<file path="src/rtl/sar_channel_sequencer.sv">
// Round-robin successive-approximation sequencer: one comparator and one DAC are shared
// across NCH channels, and the latest conversion of every channel is kept for readback.
module sar_channel_sequencer #(
    parameter int NCH    = 4,
    parameter int WIDTH  = 8,
    parameter int SETTLE = 2
) (
    input  logic                   clk,
    input  logic                   rst,
    input  logic                   en,
    input  logic [NCH-1:0]         ch_mask,
    input  logic                   comp_in,
    output logic [$clog2(NCH)-1:0] ch_sel,
    output logic [WIDTH-1:0]       dac_code,
    output logic                   busy,
    output logic [WIDTH-1:0]       result,
    output logic [$clog2(NCH)-1:0] result_ch,
    output logic                   result_valid,
    input  logic [$clog2(NCH)-1:0] rd_ch,
    output logic [WIDTH-1:0]       rd_data
);
    localparam int CW = $clog2(NCH);
    localparam int BW = $clog2(WIDTH);
    localparam int SW = (SETTLE > 1) ? $clog2(SETTLE) : 1;

    typedef enum logic [2:0] {
        S_IDLE,
        S_PICK,
        S_SETTLE,
        S_COMPARE,
        S_DONE
    } state_t;

    state_t           state_q, state_d;
    logic [CW-1:0]    ch_sel_q, ch_sel_d;
    logic [CW-1:0]    last_q, last_d;
    logic [CW-1:0]    result_ch_q, result_ch_d;
    logic [WIDTH-1:0] dac_q, dac_d;
    logic [WIDTH-1:0] result_q, result_d;
    logic [BW-1:0]    bit_q, bit_d;
    logic [SW-1:0]    cnt_q, cnt_d;
    logic             valid_q, valid_d;
    logic             store_we;
    logic [WIDTH-1:0] store_q [NCH];

    // First enabled channel after 'last', wrapping; 'last' itself is the final candidate.
    function automatic logic [CW-1:0] next_pick(input logic [NCH-1:0] mask,
                                                input logic [CW-1:0]  last);
        logic [CW-1:0] pick;
        int            idx;
        pick = last;
        for (int k = NCH; k >= 1; k--) begin
            idx = (int'(last) + k) % NCH;
            if (mask[idx[CW-1:0]]) pick = CW'(idx);
        end
        return pick;
    endfunction

    always_comb begin
        // NOTE: every variable is given its hold value before the case, so no path
        // through the decode leaves one unassigned and no latch is inferred.
        state_d     = state_q;
        ch_sel_d    = ch_sel_q;
        last_d      = last_q;
        dac_d       = dac_q;
        bit_d       = bit_q;
        cnt_d       = cnt_q;
        result_d    = result_q;
        result_ch_d = result_ch_q;
        valid_d     = 1'b0;
        store_we    = 1'b0;

        case (state_q)
            S_IDLE: begin
                dac_d = '0;
                if (en && |ch_mask) begin
                    state_d  = S_PICK;
                    ch_sel_d = next_pick(ch_mask, last_q);
                end
            end

            S_PICK: begin
                if (|ch_mask) begin
                    state_d            = S_SETTLE;
                    dac_d              = '0;
                    dac_d[WIDTH-1]     = 1'b1;
                    bit_d              = BW'(WIDTH - 1);
                    cnt_d              = SW'(SETTLE - 1);
                end else begin
                    state_d = S_IDLE;
                    dac_d   = '0;
                end
            end

            S_SETTLE: begin
                if (cnt_q == '0) state_d = S_COMPARE;
                else             cnt_d   = cnt_q - 1'b1;
            end

            S_COMPARE: begin
                // Keep the trial bit only if the input is at or above the trial code.
                if (!comp_in) dac_d[bit_q] = 1'b0;
                if (bit_q != '0) begin
                    dac_d[bit_q - 1'b1] = 1'b1;
                    bit_d               = bit_q - 1'b1;
                    cnt_d               = SW'(SETTLE - 1);
                    state_d             = S_SETTLE;
                end else begin
                    state_d     = S_DONE;
                    result_d    = dac_d;
                    result_ch_d = ch_sel_q;
                    valid_d     = 1'b1;
                end
            end

            S_DONE: begin
                // Store is written on the edge leaving DONE, so a same-cycle read sees the old value.
                store_we = 1'b1;
                last_d   = ch_sel_q;
                if (en && |ch_mask) begin
                    state_d  = S_PICK;
                    ch_sel_d = next_pick(ch_mask, ch_sel_q);
                end else begin
                    state_d = S_IDLE;
                    dac_d   = '0;
                end
            end

            default: begin
                state_d = S_IDLE;
                dac_d   = '0;
            end
        endcase
    end

    // NOTE: state is updated with non-blocking assignments so every register samples
    // the pre-edge values; the result store is reset too, as rd_data must read 0
    // for a channel that has never been converted.
    always_ff @(posedge clk or negedge rst) begin
        if (!rst) begin
            state_q     <= S_IDLE;
            ch_sel_q    <= '0;
            last_q      <= CW'(NCH - 1);
            dac_q       <= '0;
            bit_q       <= '0;
            cnt_q       <= '0;
            result_q    <= '0;
            result_ch_q <= '0;
            valid_q     <= 1'b0;
            for (int i = 0; i < NCH; i++) store_q[i] <= '0;
        end else begin
            state_q     <= state_d;
            ch_sel_q    <= ch_sel_d;
            last_q      <= last_d;
            dac_q       <= dac_d;
            bit_q       <= bit_d;
            cnt_q       <= cnt_d;
            result_q    <= result_d;
            result_ch_q <= result_ch_d;
            valid_q     <= valid_d;
            if (store_we) store_q[ch_sel_q] <= dac_q;
        end
    end

    assign ch_sel       = ch_sel_q;
    assign dac_code     = dac_q;
    assign busy         = (state_q != S_IDLE);
    assign result       = result_q;
    assign result_ch    = result_ch_q;
    assign result_valid = valid_q;
    assign rd_data      = store_q[rd_ch];

endmodule

</file>
<file path="config.mk">
export PLATFORM = sky130hd
export DESIGN_NAME = sar_channel_sequencer
export DESIGN_NICKNAME = d
export VERILOG_FILES = /design/src/rtl/sar_channel_sequencer.sv
export SDC_FILE = /design/constraint.sdc
export NUM_CORES = 1
export LEC_CHECK = 0
export ABC_AREA = 1
export BUFFER_PORTS_ARGS = -buffer_cell sky130_fd_sc_hd__buf_2
export CAP_MARGIN = 0
export CORE_ASPECT_RATIO = 2
export CORE_MARGIN = 2
export CORE_UTILIZATION = 40
export DETAILED_ROUTE_END_ITERATION = 16
export MAX_ROUTING_LAYER = met4
export REMOVE_ABC_BUFFERS = 1
export SYNTH_ARGS = -nofsm -noshare
export SYNTH_HDL_FRONTEND = slang
export SYNTH_SLANG_ARGS = --single-unit
</file>
<file path="constraint.sdc">
create_clock -name clk -period 1.35 [get_ports clk]
set_input_delay 0.135 -clock clk [delete_from_list [all_inputs] [get_ports clk]]
set_output_delay 0.135 -clock clk [all_outputs]
set_load 0.005 [all_outputs]
</file>
== After elaboration in Yosys (flattened, before gate mapping) ==
Cells that the tools add are included.

* Divide/modulo/power cells: 0
* Equality and inequality tests: 11
* Reduce and logical (&&, ||, !) cells: 17
* Muxes and demuxes: 59
* $add $sub $neg: 10
* Shifts and indexed selects: 0
* $lt $le $gt $ge: 15
* Multipliers: 0
* Bitwise operators: 7

{| class="wikitable"
|+ Operators with widths
! operator !! count
|-
| $mux 8 || 8
|-
| $bwmux 32 || 1
|-
| $pmux 8 s4 || 1
|-
| $lt 2x3->1 const B || 8
|-
| $mux 2 || 11
|-
| $mux 1 || 17
|-
| $bmux 1 s2 || 8
|-
| $bmux 8 s2 || 1
|-
| $demux 8 s2 || 1
|-
| $mux 3 || 5
|-
| $pmux 3 s5 || 1
|-
| $ne 2x2->1 const B || 6
|-
| $reduce_bool 3->1 || 3
|-
| $add 2x1->2 const B || 4
|-
| $add 2x2->2 const B || 4
|-
| $and 8x8->8 || 1
|-
| $lt 3x4->1 const B || 2
|-
| $not 8->8 || 1
|-
| $or 8x8->8 || 1
|-
| $demux 1 s3 || 2
|-
| $eq 3x2->1 const B || 2
|-
| $ge 3x1->1 const B || 2
|-
| $ge 3x3->1 const B || 2
|-
| $not 2->3 || 2
|-
| 17 further kinds || 25
|}

* Register bits after elaboration: 62
* Input port bits: 10
* Output and inout bits: 30
* Bits in writable memories: 0
* Word-level logic and storage cells: 132
* Memory bits (read-only): 0
* Latch bits: 0
* Memories kept: 0

== Logic depth before layout (Yosys ltp) ==
* Word-level depth: 11
* Mapped depth: 12
* Gate-level depth less buffers: 11

== Least setup slack after synthesis ==
Ideal clock, no wire load.

* Path type: register to register
* From: reg ch_sel_q[0] (netlist: ch_sel[0])
* To: reg ch_sel_q[0] (netlist: ch_sel[0])
* Required time: 1.285 ns
* Cell stages (with the launch flop): 11
* Clock period less this slack: 1.476 ns
* Arrival: 1.412 ns
* Library setup time: 0.065 ns
* Path buffers: 1
* Setup slack: -0.126 ns
* Path through: dfrtp_1 > buf_4 > inv_1 > ha_1 > inv_1 > nand2_1 > nand3_1 > nor2_1 > nor2b_1 > nand2_1 > nand2_1

* Cells in the longest elaborated chain, start to end: 8
* Elaborated cells on any way between the ends: 20
* Those cells by class: 4 x add/sub; 1 x eq/ne; 14 x mux; 1 x reduce/logical

{| class="wikitable"
|+ RTL lines
! what !! RTL line !! text
|-
| start: declaration || 35 || <nowiki>logic [CW-1:0] ch_sel_q, ch_sel_d;</nowiki>
|-
| start signal: assignment || 153 || <nowiki>ch_sel_q <= ch_sel_d;</nowiki>
|-
| $add 2x2->2 || 53 || <nowiki>idx = (int'(last) + k) % NCH;</nowiki>
|-
| $bmux 1 s2 || 54 || <nowiki>if (mask[idx[CW-1:0]]) pick = CW'(idx);</nowiki>
|-
| $mux 1 (not written as such) || 54 ||
|-
| $mux 2 (3 in a row) || 54 ||
|-
| $mux 2 || 120 || <nowiki>if (en && |ch_mask) begin</nowiki>
|-
| $pmux 2 s2 || 73 || <nowiki>case (state_q)</nowiki>
|}

Parallel ways exist; a longest one is shown, timed or not. The select of a mux whose other input is x is not followed.
A chain may end at the register's enable or synchronous reset.

== Worst setup path in the final report ==
* From: reg state_q[1]
* To: reg ch_sel_q[0] (netlist: ch_sel[0])

* Cells in the longest elaborated chain, start to end: 3
* Elaborated cells on any way between the ends: 8
* Those cells by class: 4 x eq/ne; 1 x mux; 3 x reduce/logical

{| class="wikitable"
|+ RTL lines
! what !! RTL line !! text
|-
| start: declaration || 34 || <nowiki>state_t state_q, state_d;</nowiki>
|-
| start signal: assignment || 152 || <nowiki>state_q <= state_d;</nowiki>
|-
| $eq 3x3->1 / $logic_not 3->1 (equally long branches) || 73 ||
|-
| $ne 5x5->1 (no line) (tied with other cells) || -- ||
|-
| $reduce_and 4->1 (no line) || -- ||
|}

Parallel ways exist; a longest one is shown, timed or not.

==> impl_metrics.env <==
export IMPL_detailroute_via_count=2978
export IMPL_die_width_um=66.6
export IMPL_critPathCaptureType="flip-flop"
export IMPL_grt_first_pass_wirelength_um=13800
export IMPL_first_global_vias=2917
export IMPL_drc_errors=0
export IMPL_antennaDiodeCount=0
export IMPL_setup_worst_path_start_class="flip-flop"
export IMPL_port_buffers=39
export IMPL_setup_slack_ns=-0.0667
export IMPL_post_route_period_util_pct=105
export IMPL_critical_path_top_cell_by_count="nand2_1"
export IMPL_failed_checks="negative setup slack"
export IMPL_hold_start="en"
export IMPL_fillers=699
export IMPL_post_place_worst_slack_ns=-0.250
export IMPL_crit_fanout=4
export IMPL_cp_required_ns=1.57
export IMPL_grtUsageTotal_pct=22.4
export IMPL_drive_above_1_share_pct=38.6
export IMPL_outcome="complete, but fails checks"
export IMPL_nets=498
export IMPL_timing_final_crit_period_ns=1.42
export IMPL_cts_sinks=62
export IMPL_clockBufferDepth=2
export IMPL_synth_seq_area_share_pct=49.6
export IMPL_clock_latency_ns=0.33
export IMPL_share_seq_of_total_power_pct=27.9
export IMPL_ys_warnings_count=0
export IMPL_die_area_um2=8600
export IMPL_finalWirelength_um=8910
export IMPL_instances_no_fill=581
export IMPL_yosys_cell_types_count=34
export IMPL_power_share_clock_pct=20.6
export IMPL_antenna_found_initial=0
export IMPL_rows=45
export IMPL_grt_setup_unrepaired="true"
export IMPL_timing_critical_path_cells="nor2_4 -> nand2_4 -> nor2_1 -> nand2_1 -> nor2_2 -> nor2_2 -> nor2b_1 -> nand2_1 -> nand2_1"
export IMPL_timing_critical_path_arrival_ns=1.64
export IMPL_internal_power_uw=6030
export IMPL_post_synth_top_area_cell="dfrtp_1"
export IMPL_clkTransAtPathRegs_ns=0.05
export IMPL_timing_rr_start="state_q[1]"
export IMPL_dr_first_iter_drc_count=129
export IMPL_synth_avg_cell_area_um2=8.07
export IMPL_globalRouteOverflowTotal=0
export IMPL_comb_power_share_pct=51.6
export IMPL_worst_path_stages=9
export IMPL_place_inst=549
export IMPL_postSynthRegisterBits=62
export IMPL_post_drt_via_cell_ratio=5.13
export IMPL_cp_slowest_stage_delay_ns=0.45
export IMPL_worst_slew_pin_transition_ns=0.346
export IMPL_ir_worst_vdd_mv=1.30
export IMPL_ios=40
export IMPL_worstRegToRegCells=9
export IMPL_max_cap_violations=0
export IMPL_finalHoldViolations=0
export IMPL_core_area_um2=7600
export IMPL_cts_bufs_inserted=9
export IMPL_setup_tns_ns=-0.607
export IMPL_worstPathBufferInverterCount=0
export IMPL_p_per_area_nw_per_um2=2280
export IMPL_report_final_slew_viol_count=0
export IMPL_clock_tree_root_cell="clkbuf_16"
export IMPL_place_hpwl_um=5950
export IMPL_multiInputGateArea_um2=1660
export IMPL_synth_top_cell_area_share_pct=47.9
export IMPL_synthToLayoutAreaGrowth_pct=41.5
export IMPL_grt_start_max_net_pins=63
export IMPL_worst_case_hold_slack_ns=0.242
export IMPL_total_area_of_sequential_cells_um2=1560
export IMPL_drt_pre_antenna_iters=4
export IMPL_h_tree_depth=3
export IMPL_finalClockSkew_ns=0.00507
export IMPL_postSynthCellCount=388
export IMPL_worst_slew_margin_rel_pct=76.7
export IMPL_hold_path_depth=5
export IMPL_netlist_area_um2=3130
export IMPL_switching_power_uw=4090
export IMPL_setup_violations=16
export IMPL_crit_type="reg -> reg"
export IMPL_crit_start="state_q[1]"
export IMPL_swShare_pct=40.5
export IMPL_wl_per_cell_um=15.3
export IMPL_yosys_top_cells_area="dfrtp_1, nand2_1, o21ai_0"
export IMPL_clock_tree_from_tritoncts="yes"
export IMPL_initial_core_utilization_pct=41.2
export IMPL_holdCritPathClass="in -> reg"
export IMPL_floorplan_die_height_um=129
export IMPL_fmax_ghz=0.706
export IMPL_globalplace_congestion=0.859
export IMPL_total_leakage_power_uw=0.00214
export IMPL_timing_critical_path_max_delay_family="simple AND/OR/NAND/NOR gates"
export IMPL_count_of_nets_left_with_antenna_violations_after_detail_routing=0
export IMPL_slowest_stage="dfrtp_2"
==> routing by layer <==
metal | track usage [%] | vias to the layer above | routed length (µm) | part of all wire [%]
li1 | - | 1472 | - | -
met1 | 22.5 | 1413 | 3220 | 36
met2 | 38.1 | 62 | 5010 | 56
met3 | 4.08 | 31 | 243 | 2.7
met4 | 15.7 | 0 | 437 | 4.9
met5 | - | - | 0 | 0
==> Yosys cell counts, drive strengths merged <==
master / instances
a21oi: 2
a31oi: 1
a32oi: 1
buf: 7
clkbuf: 2
dfrtp: 60
dfstp: 2
ha: 6
inv: 38
nand2: 117
nand3: 14
nand4: 1
nor2: 40
nor2b: 1
nor3: 1
o211ai: 1
o21ai: 79
o21bai: 1
o221ai: 3
o22ai: 8
o31ai: 1
or2: 1
xnor2: 1
==> layout make-up <==
class	count	share of cell area [%]
well taps	94	2.65
clock inverters	4	0.508
flip-flops and latches	62	35.2
clock buffers	12	5.56
repair buffers	90	14.3
repair inverters	2	0.452
inverters	38	3.84
multi-input cells	279	37.5
==> logic make-up (layout without fill, tap and decap cells) <==
group | count (synthesis) | after routing | synth area share, %
simple gates | 175 | 175 | 23.6
compound gates | 97 | 97 | 17.9
flops | 62 | 62 | 49.6
buf+inv | 47 | 146 | 6.27
fa+ha+maj | 6 | 6 | 2.40
xor+xnor | 1 | 1 | 0.280
==> through the flow <==
stage                     power (µW)  instance area, µm²  utilization (%)
after floorplan                 4770                3080                -
after global placement          6460                3700             48.6
after detailed placement        6530                3700             48.6
after CTS                       9300                4180             54.9
after global routing           10800                4430             58.3
final                          10100                4430             58.3
==> power by group through the flow <==
stage               clock, µW  combinational [µW]  sequential [µW]
detailed placement          0                3820             2710
global route             2210                5700             2870
finish                   2080                5220             2820
CTS                      2130                4450             2720
global placement            0                3760             2700
floorplan                   0                2080             2700
==> layout by cell type, fill, tap and decap left out, types with 4 or more instances in the layout <==
| cell | netlist | layout |
|---|---|---|
| o21ai_0 | 59 | 38 |
| nand2_4 | 3 | 8 |
| clkbuf_16 | 0 | 9 |
| inv_1 | 31 | 24 |
| o22ai_1 | 8 | 8 |
| dfrtp_2 | 0 | 4 |
| dfrtp_1 | 60 | 56 |
| nand2_2 | 3 | 16 |
| ha_1 | 6 | 4 |
| buf_6 | 1 | 7 |
| nor2_1 | 36 | 34 |
| inv_2 | 6 | 9 |
| nand2_1 | 111 | 90 |
| o21ai_1 | 11 | 27 |
| buf_2 | 5 | 39 |
| nand3_1 | 14 | 10 |
| buf_4 | 1 | 41 |
| o21ai_2 | 9 | 14 |
==> sequential cells by signal, indices dropped and copies added, names as in the netlist <==
name / cells
bit_q: 3
state_q: 3
result: 8
result_valid: 1
ch_sel: 2
last_q: 2
store_q: 32
cnt_q: 1
result_ch: 2
dac_code: 8
==> worst paths after layout <==
path	to	slack, ns
setup / recovery	ch_sel[0]	-0.07
hold / removal	ch_sel[1]	0.24
setup reg to reg	ch_sel[0]	-0.07
hold reg to reg	result_ch[0]	0.48
max in group asynchronous	last_q[0]	0.69
min in group asynchronous	result_ch[0]	0.35
==> what timing repair did <==
action	4_1_cts	5_1_grt
pin swaps	8	9
cloned	1	1
endpoints found under the setup margin	34	50
gates resized for setup	41	70
buffers inserted	11	3
endpoints found under the hold margin	60	0
hold buffers	1	0
==> tightest hold or removal path: cells and delay by family <==
family,cells,cell delay [ns]
and+or+nand+nor,4,0.29
buffers and inverters,1,0.10
Power figures use the tool's default switching activity.
